[src/rtl/idu_pipe.sv]
`default_nettype none
// ============================================================================
// Module : idu_pipe
// Brief  : Registered RV32I decode stage with a two-entry main/skid buffer.
//          Optional macro IDU_ILLEGAL_EN enables illegal-encoding detection.
// Rev    : 1.0 - initial release
// ============================================================================
module idu_pipe #(
  parameter int XLEN   = 32,
  parameter int ILEN   = 32,
  parameter int REG_AW = 5
) (
  input  logic              clk,
  input  logic              rst_n,
  input  logic              flush,
  input  logic              in_valid,
  output logic              in_ready,
  input  logic [ILEN-1:0]   in_inst,
  input  logic [XLEN-1:0]   in_pc,
  output logic              out_valid,
  input  logic              out_ready,
  output logic [XLEN-1:0]   out_pc,
  output logic [REG_AW-1:0] out_rd,
  output logic [REG_AW-1:0] out_rs1,
  output logic [REG_AW-1:0] out_rs2,
  output logic              out_rd_en,
  output logic              out_rs1_en,
  output logic              out_rs2_en,
  output logic [XLEN-1:0]   out_imm,
  output logic [9:0]        out_fun,
  output logic [5:0]        out_type,
  output logic              out_illegal
);

  localparam logic [6:0] OP_R     = 7'b0110011;
  localparam logic [6:0] OP_IMM   = 7'b0010011;
  localparam logic [6:0] OP_LOAD  = 7'b0000011;
  localparam logic [6:0] OP_JALR  = 7'b1100111;
  localparam logic [6:0] OP_SYS   = 7'b1110011;
  localparam logic [6:0] OP_STORE = 7'b0100011;
  localparam logic [6:0] OP_BR    = 7'b1100011;
  localparam logic [6:0] OP_LUI   = 7'b0110111;
  localparam logic [6:0] OP_AUIPC = 7'b0010111;
  localparam logic [6:0] OP_JAL   = 7'b1101111;

  typedef struct packed {
    logic [XLEN-1:0]   pc;
    logic [REG_AW-1:0] rd;
    logic [REG_AW-1:0] rs1;
    logic [REG_AW-1:0] rs2;
    logic              rd_en;
    logic              rs1_en;
    logic              rs2_en;
    logic [XLEN-1:0]   imm;
    logic [9:0]        fun;
    logic [5:0]        typ;
    logic              illegal;
  } entry_t;

  typedef enum logic [1:0] {
    S_EMPTY = 2'd0,
    S_ONE   = 2'd1,
    S_TWO   = 2'd2
  } state_t;

  state_t state_q, state_d;
  entry_t main_q, main_d;
  entry_t skid_q, skid_d;
  logic   in_ready_q, in_ready_d;
  entry_t dec;
  logic   in_fire, out_fire;

  logic [6:0]         opcode;
  logic [2:0]         funct3;
  logic [6:0]         funct7;
  logic               is_shift;
  logic               is_r, is_i, is_s, is_b, is_u, is_j;
  logic signed [31:0] imm32;

  always_comb begin
    opcode   = in_inst[6:0];
    funct3   = in_inst[14:12];
    funct7   = in_inst[31:25];
    is_r     = (opcode == OP_R);
    is_i     = (opcode == OP_IMM) || (opcode == OP_LOAD) ||
               (opcode == OP_JALR) || (opcode == OP_SYS);
    is_s     = (opcode == OP_STORE);
    is_b     = (opcode == OP_BR);
    is_u     = (opcode == OP_LUI) || (opcode == OP_AUIPC);
    is_j     = (opcode == OP_JAL);
    is_shift = (opcode == OP_IMM) && (funct3[1:0] == 2'b01);

    imm32 = '0;
    if (is_shift)
      imm32 = {27'b0, in_inst[24:20]};
    else if (is_i)
      imm32 = {{20{in_inst[31]}}, in_inst[31:20]};
    else if (is_s)
      imm32 = {{20{in_inst[31]}}, in_inst[31:25], in_inst[11:7]};
    else if (is_b)
      imm32 = {{19{in_inst[31]}}, in_inst[31], in_inst[7], in_inst[30:25], in_inst[11:8], 1'b0};
    else if (is_u)
      imm32 = {in_inst[31:12], 12'b0};
    else if (is_j)
      imm32 = {{11{in_inst[31]}}, in_inst[31], in_inst[19:12], in_inst[20], in_inst[30:21], 1'b0};

    dec         = '0;
    dec.pc      = in_pc;
    dec.rd      = REG_AW'(in_inst[11:7]);
    dec.rs1     = REG_AW'(in_inst[19:15]);
    dec.rs2     = REG_AW'(in_inst[24:20]);
    dec.typ     = {is_r, is_i, is_s, is_b, is_u, is_j};
    dec.rd_en   = (is_r || is_i || is_u || is_j) && (in_inst[11:7] != 5'd0);
    dec.rs1_en  = is_r || is_i || is_s || is_b;
    dec.rs2_en  = is_r || is_s || is_b;
    dec.imm     = XLEN'(imm32);
    // Unknown opcodes pass the raw funct7 through along with R and shift-immediates.
    dec.fun     = {funct3, (is_r || is_shift || (dec.typ == 6'd0)) ? funct7 : 7'b0};
`ifdef IDU_ILLEGAL_EN
    dec.illegal = (dec.typ == 6'd0) || (in_inst[1:0] != 2'b11) ||
                  (is_r && (funct7 != 7'b0000000) && (funct7 != 7'b0100000)) ||
                  (is_shift && (funct3 == 3'b001) && (funct7 != 7'b0000000)) ||
                  (is_shift && (funct3 == 3'b101) &&
                   (funct7 != 7'b0000000) && (funct7 != 7'b0100000));
`else
    dec.illegal = 1'b0;
`endif
  end

  always_comb begin
    state_d  = state_q;
    main_d   = main_q;
    skid_d   = skid_q;
    in_fire  = in_valid && in_ready_q;
    out_fire = (state_q != S_EMPTY) && out_ready;

    if (flush) begin
      state_d = S_EMPTY;
    end else begin
      case (state_q)
        S_EMPTY: begin
          if (in_fire) begin
            main_d  = dec;
            state_d = S_ONE;
          end
        end
        S_ONE: begin
          if (in_fire && out_fire) begin
            main_d = dec;
          end else if (in_fire) begin
            skid_d  = dec;
            state_d = S_TWO;
          end else if (out_fire) begin
            state_d = S_EMPTY;
          end
        end
        S_TWO: begin
          if (out_fire) begin
            main_d  = skid_q;
            state_d = S_ONE;
          end
        end
        default: state_d = S_EMPTY;
      endcase
    end
    in_ready_d = (state_d != S_TWO);
  end

  always_ff @(posedge clk or negedge rst_n) begin
    if (!rst_n) begin
      state_q    <= S_EMPTY;
      in_ready_q <= 1'b1;
      main_q     <= '0;
      skid_q     <= '0;
    end else begin
      state_q    <= state_d;
      in_ready_q <= in_ready_d;
      main_q     <= main_d;
      skid_q     <= skid_d;
    end
  end

  assign in_ready    = in_ready_q;
  assign out_valid   = (state_q != S_EMPTY);
  assign out_pc      = main_q.pc;
  assign out_rd      = main_q.rd;
  assign out_rs1     = main_q.rs1;
  assign out_rs2     = main_q.rs2;
  assign out_rd_en   = main_q.rd_en;
  assign out_rs1_en  = main_q.rs1_en;
  assign out_rs2_en  = main_q.rs2_en;
  assign out_imm     = main_q.imm;
  assign out_fun     = main_q.fun;
  assign out_type    = main_q.typ;
  assign out_illegal = main_q.illegal;

endmodule
`default_nettype wire
[config.mk]
export PLATFORM = sky130hd
export DESIGN_NAME = idu_pipe
export DESIGN_NICKNAME = d
export VERILOG_FILES = /design/src/rtl/idu_pipe.sv
export SDC_FILE = /design/constraint.sdc
export NUM_CORES = 1
export LEC_CHECK = 0
export CAP_MARGIN = 20
export CELL_PAD_IN_SITES_DETAIL_PLACEMENT = 0
export CELL_PAD_IN_SITES_GLOBAL_PLACEMENT = 2
export CORE_MARGIN = 2
export CORE_UTILIZATION = 35
export CTS_BUF_LIST = sky130_fd_sc_hd__clkbuf_4
export DETAILED_ROUTE_END_ITERATION = 10
export PLACE_DENSITY_LB_ADDON = 0.2
export SLEW_MARGIN = 0
export SYNTH_ARGS = -nofsm -noshare
export SYNTH_HDL_FRONTEND = slang
export SYNTH_SLANG_ARGS = --single-unit
[constraint.sdc]
create_clock -name clk -period 3.3 [get_ports clk]
set_input_delay 0.495 -clock clk [delete_from_list [all_inputs] [get_ports clk]]
set_output_delay 0.495 -clock clk [all_outputs]
set_load 0.02 [all_outputs]
# Word level (Yosys, flattened, before mapping)
# Index checks and enable logic that the tools add are counted.
# Widths: inputs -> output; s select.
# totals
latch_bits	0
rom_bits	0
word_cells	85
n_memories	0
ram_bits	0
out_inout_bits	101
in_bits	69
ff_bits	200
# classes
n_addsub	0
n_mul	0
n_mux	18
n_eq_ne	17
magnitude_cmp	0
n_div	0
n_shift	0
bitwise	2
n_reduce_logical	25
# op_table
cell	count
$mux 99	3
$pmux 99 s3	1
$mux 32	6
$eq 7x7->1 const B	4
$eq 7x6->1 const B	3
$eq 7x5->1 const B	2
$logic_or 1x1->1	13
$mux 2	6
$ne 2x2->1 const B	4
$eq 7x2->1 const B	1
$mux 7	1
$logic_not 6->1	1
$pmux 2 s3	1
$logic_and 1x1->1	5
$reduce_and 5->1	1
$reduce_bool 5->1	1
$eq 2x1->1 const B	2
$reduce_and 4->1	1
$reduce_bool 3->1	1
$eq 2x2->1 const B	1
$logic_not 2->1	1
$not 1->1	2
$reduce_bool 2->1	1

# Logic depth before layout (Yosys ltp)
# logic_depth
word_depth	10
ltp_mapped	8
depth_no_buf	5

# Worst setup path before layout
# Ideal clock, no wire load.
# synth_timing
path_kind	register to register
startpoint	register in_ready_q, in the netlist in_ready
endpoint	register main_q (netlist bit out_imm[21])
setup_time_ns	0.133
path_stages_with_launch	8
t_arrival_ns	1.780
t_required_ns	3.167
slack_ns	1.387
path_cell_list	dfstp_2 nand2_1 or3_4 a21o_1 buf_6 buf_4 a21oi_1 o22ai_1
# synth_via
elab_chain_cells	4
# synth_lines
item	line	source
start, declared	69	logic in_ready_q, in_ready_d;
start signal, assigned	177	in_ready_q <= in_ready_d;
$logic_and 1x1->1 *	134	in_fire = in_valid && in_ready_q;
$logic_and 1x1->1	148	if (in_fire && out_fire) begin
$ne 2x2->1 (no line)	--	
$reduce_and 5->1 (no line) *	--	
end signal, assigned	178	main_q <= main_d;
end, declared	67	entry_t main_q, main_d;
# Every way passes the cells marked *; elsewhere a longest branch is shown, timed or not.
# A chain may end at the register's enable or synchronous reset.

# Final worst setup path
# layout_timing
startpoint	register state_q[0]
endpoint	output out_valid
# layout_via
elab_chain_cells	1
# layout_lines
item	line	source
start, declared	66	state_t state_q, state_d;
start signal, assigned	176	state_q <= state_d;
$reduce_bool 2->1	184	assign out_valid = (state_q != S_EMPTY);
end, declared	20	output logic out_valid,
# No other way between the ends.

==> results.md <==
- CTS clk-pin slew, worst paths: 0.18 ns
- Pleak: slightly below 0.005 uW
- Total GRT Usage: 0.202
- P per Cell Area: between 500 and 600 nW/um2
- Syn Inst Count: around 990
- DR iter-0 viols: a little under 600
- Fin crit period: 2.41 ns
- Mean post-synth cell area: a little under 9 um2
- Fraction of layout cells with a size suffix above 1: 0.0555
- Vias in the first global route: 7198
- Final Util: 0.450
- Core ar.: between 20000 and 25000 um2
- GRT overflow: 0
- Global-route wire length before repair: ~41000 um
- RSZ-0062 raised after global routing: false
- Register area share after synthesis: 0.569
- CTS Buffer Depth: 2
- Crit-path max FO: 6
- DP Cell Count: around 1400
- Slew headroom: 0.425
- Final nets: between 1000 and 1500
- Wire length per cell: about 18 um
- Hold buffer count at cts: 1
- End of the worst register-to-register path: out_pc[13]
- Final antenna-violating net count: 0
- CTS root buffer: clkbuf_4
- Critical Path, Cell by Cell: or2_2, clkdlybuf4s50_1
- Cell Rows: 57
- R2R cell count: 7
- IO Port Bufs: between 150 and 200
- Via Count: 7460
- Syn_nets: approximately 1100
- Largest net degree at the start of global routing: 109
- CTS resizes: 0
- Total Power: between 5000 and 6000 uW
- Setup TNS: 0 ns
- Num CTS Buffers: 17
- R2R Path Start: in_ready
- Synthesized cell area: between 8000 and 9000 um2
- Num ports: 170
- Worst EP required: ~2.8 ns
- Least-Margin Pin Slew: 0.863 ns
- Worst Hold Slack: between 0.4 and 0.5 ns
- Period utilisation layout: 0.730
- Synthesized flop and latch total: a little under 200
- Top cell type's share of synthesized area: 0.566
- Final setup viols: 0
- R2r setup slk: ~1.1 ns
- RePlAce Congestion: roughly 0.84
- Die H: 162 um
- CP max stage delay: around 0.54 ns
- Final HPWL DP: 16200 um
- CP delay by family, top: buffers and inverters
- # H-tree levels: 4
- # DRC: 0
- Clk Latency, worst-skew pair: just under 0.6 ns
- Final wirelength: approximately 26000 um
- Initial antenna violation count: 1
- Via density: around 5.1
- Worst vdd ir: around 250 uV
- CP startpoint kind: flop
- Max Freq: approximately 420 MHz
- Slew Limit Fails: 0
- Status: finished, final reports clean
- Ys async rst share: 1.00
- Synthesis Warnings: 0
- Most numerous cell in the Yosys netlist: nand2_1
- Cell taking the most area after synthesis: dfrtp_1
- Slowest library cell on the worst path: clkdlybuf4s50_1
- # clock sinks: roughly 200
- Final hold violation count: 0
- Initial Util: 0.358
- Critical setup path kind: flop to output port
- First-pass detailed-route iteration total: 5
- Top cells by area, synth: dfrtp_1 57%, nand2_1 14%, nor2_1 4.0%
- Clock Skews: around 0.027 ns
- Die ar.: between 20000 and 30000 um2
- Die span in x: between 150 and 200 um
- Synth Flop Type: dfrtp_1
- CP arrival: 1.91 ns
- Cell variety after synth: 63
- Area Growth Syn to Fin: 25.7%
- Hold Path Class: input pin to asynchronous set/reset pin
- Worst setup EP type: output port
- CTS tree: yes
- Crit path buffers/inverters: 1
- Post-CTS Setup Repair Bufs: 0
- Max-cap violations: 0
- Fin cells: about 1500
- Leading cell types by count after synthesis: 338 x nand2_1, 198 x dfrtp_1, 94 x nor2_1
- Post-synth EDFFs: 0
power by group:
part | internal [uW] | total (uW) | leakage (uW) | switching, uW
Clock | 317 | 1230 | 0.000137 | 910
Combinational | 691 | 1510 | 0.00222 | 819
Sequential | 2860 | 3110 | 0.00247 | 246
layer usage:
layer | global-route usage | vias up | share of wire
met2 | 0.327 | 224 | 0.47
met4 | 0.0567 | 0 | 0.018
li1 | - | 3605 | -
met3 | 0.0352 | 29 | 0.050
met1 | 0.279 | 3602 | 0.46
met5 | 0 | - | 0
worst max-delay path by stage:
stage | slack (ns) | endpoint | start | cells past startpoint
3_3_place_gp | 0.58 | out_imm[27] | in_inst[3] | 6
6_report | 0.89 | out_valid | state_q[0] | 2
3_5_place_dp | 0.53 | skid_q[39] | in_inst[3] | 6
5_1_grt | 0.74 | out_valid | state_q[0] | 2
2_1_floorplan | 1.39 | out_imm[21] | in_ready | 7
4_1_cts | 0.82 | out_valid | state_q[0] | 2
kinds of logic after synthesis:
kind of cell / count (synthesis) / share of synthesized area
flip-flops: 199 / 0.569
AO/OA/AOI/OAI: 218 / 0.154
multiplexers: 2 / 0.00243
buffers and inverters: 78 / 0.0429
AND/OR/NAND/NOR: 493 / 0.231
XOR/XNOR: 1 / 0.00100
other: 1 / 0.000428
state kept, by name, indices dropped and copies added (netlist names):
signal,cells
out_rd,5
out_fun,10
out_rs1_en,1
out_rd_en,1
out_rs2,5
skid_q,98
out_rs1,5
out_pc,32
out_type,6
in_ready,1
out_imm,32
state_q,2
out_rs2_en,1
metrics by stage:
| step | instance area (um2) | worst slack, ns |
|---|---|---|
| 2_1_floorplan | 8760 | 1.39 |
| 3_3_place_gp | 10700 | 0.582 |
| 3_5_place_dp | 10700 | 0.529 |
| 4_1_cts | 11000 | 0.816 |
| 5_1_grt | 11000 | 0.743 |
| 6_report | 11000 | 0.892 |
layout by cell type (no fill, tap or decap), types with 3 or more instances in the layout:
master,synthesis,final
o21ai_0,37,37
o21ai_1,9,9
nor2_1,94,94
a221o_1,3,3
nand2_1,338,337
clkbuf_4,0,17
a21oi_1,53,53
a22oi_1,4,4
clkdlybuf4s50_1,0,167
dfrtp_1,198,198
a211oi_1,7,7
clkinv_4,0,5
a31oi_1,55,55
buf_12,0,7
inv_1,5,5
nor3_1,10,9
buf_4,11,11
nand2b_1,4,3
nand3_1,11,11
o211ai_1,6,6
nor2b_1,5,4
inv_6,0,3
and3_1,7,7
o22ai_1,24,24
and2_1,3,3
final cells by class:
class	instances	area [um2]
multi-input combinational	715	3430
antenna	2	5.00
inverter	5	18.8
sequential	199	4980
fill	2404	13500
timing repair buffer	187	1920
clock inverter	13	118
tap	324	405
clock buffer	17	128
Power figures use the tool's default switching activity.
